<file path="config.mk">
export PLATFORM = sky130hd
export DESIGN_NAME = mem_bist
export DESIGN_NICKNAME = d
export VERILOG_FILES = /design/src/rtl/mem_bist_pkg.sv /design/src/rtl/mem_bist_cmp.sv /design/src/rtl/mem_bist.sv
export SDC_FILE = /design/constraint.sdc
export NUM_CORES = 1
export LEC_CHECK = 0
export ABC_AREA = 1
export CAP_MARGIN = 20
export CELL_PAD_IN_SITES_DETAIL_PLACEMENT = 1
export CELL_PAD_IN_SITES_GLOBAL_PLACEMENT = 1
export CORE_ASPECT_RATIO = 1.1
export CORE_MARGIN = 1
export CORE_UTILIZATION = 44
export CTS_BUF_LIST = sky130_fd_sc_hd__clkbuf_4
export DETAILED_ROUTE_END_ITERATION = 7
export GPL_TIMING_DRIVEN = 0
export HOLD_SLACK_MARGIN = 0.06
export PLACE_DENSITY = 0.86
export SETUP_SLACK_MARGIN = 0.4
export SLEW_MARGIN = 20
export SYNTH_ARGS = -nofsm -noshare
export SYNTH_HDL_FRONTEND = slang
export SYNTH_SLANG_ARGS = --single-unit
</file>
<file path="constraint.sdc">
create_clock -name clk -period 3.33 [get_ports clk]
set_clock_uncertainty 0.1 [all_clocks]
set_input_delay 0.4995 -clock clk [delete_from_list [all_inputs] [get_ports clk]]
set_output_delay 0.4995 -clock clk [all_outputs]
set_load 0.05 [all_outputs]
</file>
<file path="src/rtl/mem_bist_pkg.sv">
// Shared types and the march data pattern for the memory BIST.
package mem_bist_pkg;

  typedef enum logic [2:0] {IDLE, WR, RD, DRAIN, DONE} state_e;

  // Written/expected word: P(a) = a ^ seed, inverted in phase 1; the caller truncates to DW.
  function automatic logic [31:0] pattern(input logic [31:0] addr,
                                          input logic        phase,
                                          input logic [31:0] seed);
    logic [31:0] p;
    p = addr ^ seed;
    return phase ? ~p : p;
  endfunction

endpackage

</file>
<file path="src/rtl/mem_bist_cmp.sv">
// Read-check pipe: captures (addr, expected) per issued read, compares against mem_q a cycle later.
module mem_bist_cmp
  import mem_bist_pkg::*;
#(
  parameter int AW = 8,
  parameter int DW = 8,
  parameter int EW = 9
) (
  input  logic          clk,
  input  logic          rst,
  input  logic          i_clear,
  input  logic          i_flush,
  input  logic          i_push,
  input  logic [AW-1:0] i_push_addr,
  input  logic [DW-1:0] i_push_exp,
  input  logic [DW-1:0] i_mem_q,
  output logic [EW-1:0] o_err_cnt,
  output logic [AW-1:0] o_first_err_addr
);

  localparam logic [EW-1:0] ONE_E = EW'(1);

  logic          r_vld_p1;
  logic [AW-1:0] r_addr_p1;
  logic [DW-1:0] r_exp_p1;
  logic          w_mis_p2;

  assign w_mis_p2 = r_vld_p1 && (i_mem_q != r_exp_p1);

  // stage p1: issued read address and its expected word
  always_ff @(posedge clk) begin
    r_addr_p1 <= i_push_addr;
    r_exp_p1  <= i_push_exp;
  end

  // stage p2: mem_q is now valid for the p1 entry; accumulate the result
  always_ff @(posedge clk or posedge rst) begin
    if (rst) begin
      r_vld_p1         <= 1'b0;
      o_err_cnt        <= '0;
      o_first_err_addr <= '0;
    end else if (i_clear) begin
      r_vld_p1         <= 1'b0;
      o_err_cnt        <= '0;
      o_first_err_addr <= '0;
    end else if (i_flush) begin
      r_vld_p1 <= 1'b0;
    end else begin
      r_vld_p1 <= i_push;
      if (w_mis_p2) begin
        o_err_cnt <= o_err_cnt + ONE_E;
        if (o_err_cnt == '0) o_first_err_addr <= r_addr_p1;
      end
    end
  end

endmodule

</file>
<file path="src/rtl/mem_bist.sv">
// March BIST master: write P, read/check P, write ~P, read/check ~P over the whole memory.
module mem_bist
  import mem_bist_pkg::*;
#(
  parameter  int            LEN  = 256,
  parameter  int            DW   = 8,
  parameter  logic [DW-1:0] SEED = 'hA5,
  localparam int            AW   = $clog2(LEN),
  localparam int            EW   = $clog2(2*LEN+1)
) (
  input  logic          clk,
  input  logic          rst,
  input  logic          start,
  input  logic          abort,
  output logic          busy,
  output logic          done,
  output logic          pass,
  output logic [EW-1:0] err_cnt,
  output logic [AW-1:0] first_err_addr,
  output logic [AW-1:0] mem_addr,
  output logic [DW-1:0] mem_d,
  output logic          mem_wr,
  input  logic [DW-1:0] mem_q
);

  localparam logic [AW-1:0] LAST = AW'(LEN - 1);

  state_e        r_state;
  logic          r_phase;
  logic          r_drain;
  logic [AW-1:0] w_addr_next;
  logic [DW-1:0] w_d_next;
  logic [DW-1:0] w_exp;
  logic          w_accept;
  logic          w_push;

  assign w_addr_next = mem_addr + AW'(1);
  assign w_d_next    = DW'(pattern(32'(w_addr_next), r_phase, 32'(SEED)));
  assign w_exp       = DW'(pattern(32'(mem_addr), r_phase, 32'(SEED)));
  assign w_accept    = ((r_state == IDLE) || (r_state == DONE)) && start && !abort;
  assign w_push      = (r_state == RD);

  always_ff @(posedge clk or posedge rst) begin
    if (rst) begin
      r_state  <= IDLE;
      r_phase  <= 1'b0;
      r_drain  <= 1'b0;
      busy     <= 1'b0;
      done     <= 1'b0;
      pass     <= 1'b0;
      mem_addr <= '0;
      mem_d    <= '0;
      mem_wr   <= 1'b0;
    end else if (abort) begin
      r_state  <= IDLE;
      r_phase  <= 1'b0;
      r_drain  <= 1'b0;
      busy     <= 1'b0;
      done     <= 1'b0;
      pass     <= 1'b0;
      mem_addr <= '0;
      mem_d    <= '0;
      mem_wr   <= 1'b0;
    end else begin
      case (r_state)
        IDLE, DONE: begin
          if (start) begin
            r_state  <= WR;
            r_phase  <= 1'b0;
            busy     <= 1'b1;
            done     <= 1'b0;
            pass     <= 1'b0;
            mem_addr <= '0;
            mem_d    <= DW'(pattern(32'd0, 1'b0, 32'(SEED)));
            mem_wr   <= 1'b1;
          end
        end
        WR: begin
          if (mem_addr == LAST) begin
            r_state  <= RD;
            mem_addr <= '0;
            mem_d    <= '0;
            mem_wr   <= 1'b0;
          end else begin
            mem_addr <= w_addr_next;
            mem_d    <= w_d_next;
          end
        end
        RD: begin
          if (mem_addr == LAST) begin
            r_state  <= DRAIN;
            r_drain  <= 1'b0;
            mem_addr <= '0;
          end else begin
            mem_addr <= w_addr_next;
          end
        end
        DRAIN: begin
          // two cycles so the final read reaches the comparator before moving on
          if (!r_drain) begin
            r_drain <= 1'b1;
          end else if (!r_phase) begin
            r_state  <= WR;
            r_phase  <= 1'b1;
            mem_addr <= '0;
            mem_d    <= DW'(pattern(32'd0, 1'b1, 32'(SEED)));
            mem_wr   <= 1'b1;
          end else begin
            r_state <= DONE;
            busy    <= 1'b0;
            done    <= 1'b1;
            pass    <= (err_cnt == '0);
          end
        end
        default: r_state <= IDLE;
      endcase
    end
  end

  mem_bist_cmp #(.AW(AW), .DW(DW), .EW(EW)) u_cmp (
    .clk              (clk),
    .rst              (rst),
    .i_clear          (w_accept),
    .i_flush          (abort),
    .i_push           (w_push),
    .i_push_addr      (mem_addr),
    .i_push_exp       (w_exp),
    .i_mem_q          (mem_q),
    .o_err_cnt        (err_cnt),
    .o_first_err_addr (first_err_addr)
  );

endmodule

</file>
### Yosys cells after proc, flatten, opt, wreduce, memory -nomap -nowiden

Cells that the tools add are included.

| word-level totals | value |
|---|---|
| register bits | 60 |
| input port bits | 12 |
| output and inout port bits | 38 |
| logic and storage cells | 111 |

| operators by class | value |
|---|---|
| add/sub/neg operators | 2 |
| equality and inequality tests | 13 |
| mux-type cells | 54 |
| bitwise logic cells | 4 |
| reductions and logical operators | 24 |

Operators with widths:

| operator | number |
|---|---|
| 2-to-1 mux 8 bit | 16 |
| case mux 8 bit (3 select lines) | 2 |
| 2-to-1 mux 10 bit | 3 |
| 2-to-1 mux 1 bit | 20 |
| 2-to-1 mux 3 bit | 6 |
| inequality test 3 bit, second input constant | 6 |
| inverter 8 bit | 2 |
| AND reduction 4 bit | 4 |
| case mux 3 bit (4 select lines) | 1 |
| adder 10 x 1 -> 10 bit, second input constant | 1 |
| zero test 10 bit | 1 |
| case mux 1 bit (2 select lines) | 5 |
| adder 8 x 1 -> 8 bit, second input constant | 1 |
| == test 8 bit, second input constant | 1 |
| inequality test 8 bit | 1 |
| inverter 4 bit | 2 |
| nonzero test 4 bit | 2 |
| == test 3 x 2 -> 1 bit, second input constant | 2 |
| AND reduction 3 bit | 2 |
| nonzero test 3 bit | 2 |
| AND reduction 5 bit | 1 |
| AND reduction 2 bit | 2 |
| nonzero test 2 bit | 2 |
| OR reduction 2 bit | 2 |
| other kinds (8) | 10 |

### Logic depth before layout (Yosys ltp)

| logic depth | value |
|---|---|
| depth in word-level cells | 7 |
| depth in mapped cells | 11 |
| mapped depth without buffers | 10 |

### Hierarchy

From an unflattened synthesis, not the netlist that was laid out.

| unflattened totals | value |
|---|---|
| cell total of the unflattened synthesis | 443 |
| area total of the unflattened synthesis | 3335.7 um^2 |

By module, submodules not included:

| module | times used | cells each | area each (um^2) |
|---|---|---|---|
| mem_bist_cmp | 1 | 207 | 1674.1 |
| mem_bist | 1 | 236 | 1661.6 |

### Least setup slack after synthesis

OpenSTA, ideal clock, no wires.

| timing path | value |
|---|---|
| kind | register -> register |
| start | register mem_addr[0] |
| end | register mem_d[6] |
| library setup time | 0.118 ns |
| arrival time | 1.743 ns |
| path slack | 1.369 ns |
| stages on the path, launching flop included | 11 |
| path buffers | 0 |
| clock period less this slack | 1.961 ns |
| cell sequence | dfrtp_1 ha_1 nand2_2 nor2_4 nand4_4 nand2_1 inv_1 nand2_1 nand2_1 nand2_1 nand2_1 |

| on the way | value |
|---|---|
| longest elaborated chain between the ends | 6 |

Ends and longest elaborated chain:

| what | line | RTL |
|---|---|---|
| start, declared | mem_bist.sv:20 | `output logic [AW-1:0] mem_addr,` |
| start signal, assigned | mem_bist.sv:85 | `mem_addr <= w_addr_next;` |
| start signal, assigned | mem_bist.sv:95 | `mem_addr <= w_addr_next;` |
| adder 8 x 1 -> 8 bit | mem_bist.sv:37 | `assign w_addr_next = mem_addr + AW'(1);` |
| inverter 8 bit | mem_bist_pkg.sv:12 | `return phase ? ~p : p;` |
| 2-to-1 mux 8 bit | mem_bist_pkg.sv:12 |  |
| 2-to-1 mux 8 bit * | mem_bist.sv:79 | `if (mem_addr == LAST) begin` |
| case mux 8 bit (3 select lines) * | mem_bist.sv:65 | `case (r_state)` |
| 2-to-1 mux 8 bit * | mem_bist.sv:54 | `end else if (abort) begin` |
| end signal, assigned | mem_bist.sv:74 | `mem_d <= DW'(pattern(32'd0, 1'b0, 32'(SEED)));` |
| end signal, assigned | mem_bist.sv:86 | `mem_d <= w_d_next;` |
| end signal, assigned | mem_bist.sv:106 | `mem_d <= DW'(pattern(32'd0, 1'b1, 32'(SEED)));` |
| end, declared | mem_bist.sv:21 | `output logic [DW-1:0] mem_d,` |

Mark *: on every way between the ends. The rest lies on a longest branch, timed or not.
A chain may end at the register's enable or synchronous reset.

### Worst setup path in the final report

| timing path | value |
|---|---|
| start | register mem_addr[4] |
| end | output port mem_addr[4] |

No word-level cell between the ends.

==> results.cfg <==
[die]
rows = 31
dieArea_um2 = 7310
dieHeight_um = 89.6
pin_count = 50
coreArea_um2 = 6670
initial_core_util = 0.460
fp.dieW_um = 81.6

[synthesis]
synth_most_common_cell = nand2_1
synth_top_cell_area_share = 0.359
ys_ff_latch = 60
synth_area_um2 = 3070
synth_nets = 408
yosys.area.top_type = dfrtp_1
synth_edf_count = 0
netlist_instances = 393
ys.flop_type = dfrtp_1
avgSynthCellArea_um2 = 7.81
async_flop_share = 0.733
yosys.cell_types.count = 32
yosysSeqAreaShare = 0.463
yosys_warnings = 0
synthTopCellsByCount = nand2_1, inv_1, dfrtp_1, nor2_1, nand3_1
synthTopCellsByArea = dfrtp_1, nand2_1, dfxtp_1

[setup_path]
crit_path_start = mem_addr[4]$_DFFE_PP0P_
end_kind = primary output
crit_type = reg2out
cp_num_cells = 1
ff2ff_path_depth = 8
required_ns = 2.73
cp_max_fo = 8
path_cells = clkdlybuf4s50_1
crit_path_end = mem_addr[4]
worst-r2r-setup-slack_ns = 1.12
path_delay_family = buffers and inverters
crit_arrival_ns = 1.84
r2r_start = u_cmp.o_err_cnt[0]$_DFFE_PP0P_
critPathLaunchType = flip-flop
cp_num_buf_inv = 1
crit_path_top_delay_cell = clkdlybuf4s50_1
r2r_end = u_cmp.o_first_err_addr[3]$_DFFE_PP0P_
cpPeakStageDelay_ns = 0.88

[detailed_routing]
antenna_left = 0
drt_pass1_iterations = 5
avgRoutedWirePerCell_um = 15.2
first_iter_violations = 141
drc_errors = 0
vias_per_cell = 5.16
routed_wl_um = 8210
dr_total_vias = 2792

[run_status]
status = complete, no violations

[global_route]
antenna_found_initial = 0
grt_pass1_wl_um = 13500
grt_pass1_vias = 2828
grt_max_degree = 30
grt_overflow = 0
grt.total_usage = 0.248

[cells_and_area]
stdcell_area_um2 = 3830
layout-drive-gt1-share = 0.105
syn2layout_area_growth_pct = 25.0
n_antenna_cell = 0
final_net_count = 469

[job]
drv_cap = 0

[clocking]
clock-sinks = 60
cts_root_buf = clkbuf_4
cts_tree = yes
post_cts_buffers = 0
cts-hold-fix-buffers = 0
htreeDepth = 3
cts_buffer_depth = 2
cts_buffers = 9
clock_latency_ns = 0.40
clk_pin_slew_ns = 0.11
ctsResizeCount = 0

[power]
ir_worst_vdd_v = 0.000454
power.share.clock = 0.214
switchingPower_w = 0.00117
p_sw_frac = 0.435
powerDensity_nw_per_um2 = 704
internal_power_w = 0.00153
leakage_nw = 1.97
pwr-share-comb = 0.429
seqPwrFrac = 0.358

[sta]
fmax_mhz = 411
worstMarginPinSlew_ns = 0.517
relSlewSlack = 0.654
slew_violations = 0
hold_violations = 0
layout_min_cycle_time_ns = 2.44
totalNegativeSetupSlack_ns = 0
setup_viol = 0
fin_crit_sh = 0.732
rsz0062_at_grt = no

[placed_design]
place_area_um2 = 3680
hpwl_um = 6180
io_buffers = 49
gp_congestion = 0.812

[min_path]
holdCritPathClass = in2async
==> cells by family (layout without fill, tap and decap cells) <==
family / Yosys count / after routing / synth area share
adder cells (fa/ha/maj): 3 / 3 / 0.0122
AO/OA/AOI/OAI: 35 / 35 / 0.0616
XOR/XNOR: 23 / 23 / 0.0657
flip-flops: 60 / 60 / 0.463
AND/OR/NAND/NOR: 210 / 210 / 0.311
buffers and inverters: 62 / 128 / 0.0861
==> layer usage <==
metal / vias up / track usage / share of wire
li1: 1353 / - / -
met1: 1358 / 0.297 / 0.43
met2: 65 / 0.440 / 0.52
met3: 16 / 0.0333 / 0.033
met4: 0 / 0.116 / 0.023
met5: - / 0 / 0
==> flip-flops by register name, summed over array words and instances, names as in the netlist <==
register                cells
r_phase                     1
mem_wr                      1
mem_addr                    8
u_cmp.r_addr_p1             8
u_cmp.o_err_cnt            10
done                        1
r_state                     3
u_cmp.r_vld_p1              1
r_drain                     1
busy                        1
mem_d                       8
u_cmp.r_exp_p1              8
pass                        1
u_cmp.o_first_err_addr      8
==> metrics by stage <==
step           std cells  utilization  hold slack [ns]  worst slack (ns)  power [W]
2_1_floorplan        393            -            0.353              1.37    0.00176
3_3_place_gp         524        0.549            0.355             0.722    0.00209
3_5_place_dp         525        0.552            0.368              1.01    0.00213
4_1_cts              541        0.575            0.288             0.888    0.00272
5_1_grt              541        0.575            0.331             0.832    0.00286
6_report             541        0.575            0.296             0.894    0.00270
==> area by class of cell <==
class	count	area (µm²)
timing repair buffer	50	510
sequential	60	1420
buffer	6	51.3
inverter	56	213
fill	847	2840
tap	82	103
clock buffer	10	75.1
multi-input combinational	271	1380
clock inverter	6	78.8
==> worst min-delay path by stage <==
| stage | start | end | slack [ns] |
|---|---|---|---|
| finish | rst | mem_d[1]$_DFFE_PP0P_ | 0.30 |
| CTS | rst | r_state[1]$_DFFE_PP0P_ | 0.29 |
| global placement | busy$_DFFE_PP0P_ | busy$_DFFE_PP0P_ | 0.36 |
| global route | rst | r_state[1]$_DFFE_PP0P_ | 0.33 |
| floorplan | r_drain$_DFFE_PP0P_ | r_drain$_DFFE_PP0P_ | 0.35 |
| detailed placement | mem_d[5]$_DFFE_PP0P_ | mem_d[5]$_DFFE_PP0P_ | 0.37 |
==> power by group through the flow <==
stage | clock, W | combinational, W | sequential [W]
global placement | 0 | 0.00111 | 0.000976
detailed placement | 0 | 0.00115 | 0.000982
finish | 0.000577 | 0.00116 | 0.000966
global route | 0.000623 | 0.00126 | 0.000984
CTS | 0.000588 | 0.00117 | 0.000968
floorplan | 0 | 0.000495 | 0.00126
==> layout by cell type (no fill, tap or decap), types with 5 or more instances in the layout <==
| cell | count |
|---|---|
| nand3_1 | 24 |
| dfrtp_1 | 44 |
| inv_1 | 50 |
| o21ai_1 | 7 |
| xor2_1 | 13 |
| dfxtp_1 | 16 |
| xnor2_1 | 10 |
| clkdlybuf4s50_1 | 49 |
| clkbuf_4 | 10 |
| nor2_1 | 26 |
| o21ai_0 | 18 |
| nand2_1 | 130 |
| nand4_1 | 7 |
| inv_2 | 5 |
Power figures use the tool's default switching activity.
==> edit (same flow settings) <==
`DW` is set to 8 in 2 places; all go to 10.
--- a/src/rtl/mem_bist_cmp.sv
+++ b/src/rtl/mem_bist_cmp.sv
@@ -3,7 +3,7 @@
   import mem_bist_pkg::*;
 #(
   parameter int AW = 8,
-  parameter int DW = 8,
+  parameter int DW = 10,
   parameter int EW = 9
 ) (
   input  logic          clk,
--- a/src/rtl/mem_bist.sv
+++ b/src/rtl/mem_bist.sv
@@ -3,7 +3,7 @@
   import mem_bist_pkg::*;
 #(
   parameter  int            LEN  = 256,
-  parameter  int            DW   = 8,
+  parameter  int            DW   = 10,
   parameter  logic [DW-1:0] SEED = 'hA5,
   localparam int            AW   = $clog2(LEN),
   localparam int            EW   = $clog2(2*LEN+1)
Interface: changed (resized mem_d and mem_q); port bits go from 50 to 54. The function was not compared with the original's and may differ.
==> edit against the unedited design <==
- worst setup slack improved by 0.0074 ns
- synthesized area rose by 3.4%
- combinational power up 11%
- total power is 4.0% higher
- sequential share of layout area down 0.057 points
- wire length rose by 3.9%
- design area up 3.3%
- cell count rose by 2.2%
- sequential cell count up 2
- sequential power increased by 5%
- core utilization down 0.93 points
- first-iteration DRC count is 54% lower
- critical endpoint is now mem_addr[7]
- largest cell class unchanged
- highest routed layer unchanged
==> edit: results (changes against the unedited design) <==
* DP Wirelength at 6.31 mm (+2.2%)
* Worst min-delay path class: input port to async pin
* Mapped Cells at 398 (+1.3%)
* Synth top cells by count: nand2_1 (127), dfrtp_1 (45), inv_1 (45)
* Fin worst setup slack at 0.901 ns (+0.00740 ns)
* WHS at 0.281 ns (-0.0146 ns)
* Ys async rst share at 0.726 (-0.00753)
* Reg2reg setup slack at 1.40 ns (+0.28 ns)
* Via Count at 2888 (+3.4%)
* H-tree Lvls at 3 (unchanged)
* Synth Area in XOR/XNOR at 0.0524 (-0.0132)
* NetSw at 1.29 mW (+9.8%)
* Pre-CTS WS at 1.07 ns (+0.0594 ns)
* Area after DPL at 3830 µm² (+4.0%)
* Yosys cell types at 30 (-6.3%)
* Nets at 480 (+2.3%)
* Met2 Use GR at 0.449 (+0.00862)
* Total combinational power at 1.29 mW (+11%)
* Iteration-0 DRC count of the detailed router at 65 (-54%)
* Reg-to-Reg End: u_cmp.o_first_err_addr[7]
* Routed length on met1 at 3.60 mm (+2.7%)
* DR pass1 iterations at 4 (-1)
* Synthesized Nets at 415 (+1.7%)
* Total GRT Usage at 0.244 (-0.00441)
* Layout Cells excl Fill at 553 (+2.2%)
* Critical Path End: mem_addr[7]
* Global placement routability congestion at 0.839 (+3.3%)
* Routed length on met2 at 4.49 mm (+6.0%)
* Slew margin rel. at 0.661 (+0.00652)
* Grt ovf at 0 (unchanged)
* WL/cell at 15.4 µm (+1.6%)
* Layout cell share with drive strength beyond 1 at 0.141 (+0.0365)
* Post-Synth Adder-Cell Area at 0.0118 (-0.000405)
* GR Util met1 at 0.277 (-0.0191)
* Critical Path Start: mem_addr[7]
* ANT cells at 0 (unchanged)
* Area contributors post-synth: dfrtp_1 (35%), nand2_1 (15%), dfxtp_1 (11%)
* DP Cell Count at 537 (+2.3%)
* WL met3 at 291 µm (+8.2%)
* Largest net degree at the start of global routing at 31 (+3.3%)
* Peak VDD IR at 0.411 mV (-9.4%)
* Worst reg2reg path startpoint: u_cmp.o_err_cnt[1]
* Compound-Gate Fraction of Synth Area at 0.0737 (+0.0122)
* Clock Power at 0.518 mW (-10%)
* Outcome: finished, final reports clean
* Top cell family by delay on the critical path: buffers and inverters
* Port bufs at 53 (+8.2%)
* Internal at 1.52 mW (-0.42%)
* Peak fanout along the critical path at 6 (-2)
* Register area share after synthesis at 0.462 (-0.00115)
* Leak pwr at 1.96 nW (-0.49%)
edit: changes by cell type after synthesis, moves of 3 or more:
cell and delta:
nor2_1 -8, o21ai_2 +8, inv_1 -6, nand3_1 +6, o21ai_0 -6, xnor2_1 -4
nand2_1 -3, nor2_2 +3, o21ai_1 +3
edit: kinds of logic (layout without fill, tap and decap cells):
| group | after synthesis | after routing |
|---|---|---|
| buf+inv | 61 | 131 |
| xor+xnor | 19 | 19 |
| compound gates | 39 | 39 |
| simple gates | 214 | 214 |
| flops | 62 | 62 |
| fa+ha+maj | 3 | 3 |
edit: cell type report:
class	instances	area (µm²)
Multi-Input combinational cell	275	1440
Clock inverter	7	65.1
Inverter	53	199
Buffer	8	68.8
Sequential cell	62	1470
Clock buffer	9	67.6
Tap cell	85	106
Timing Repair Buffer	54	551
Fill cell	876	3040
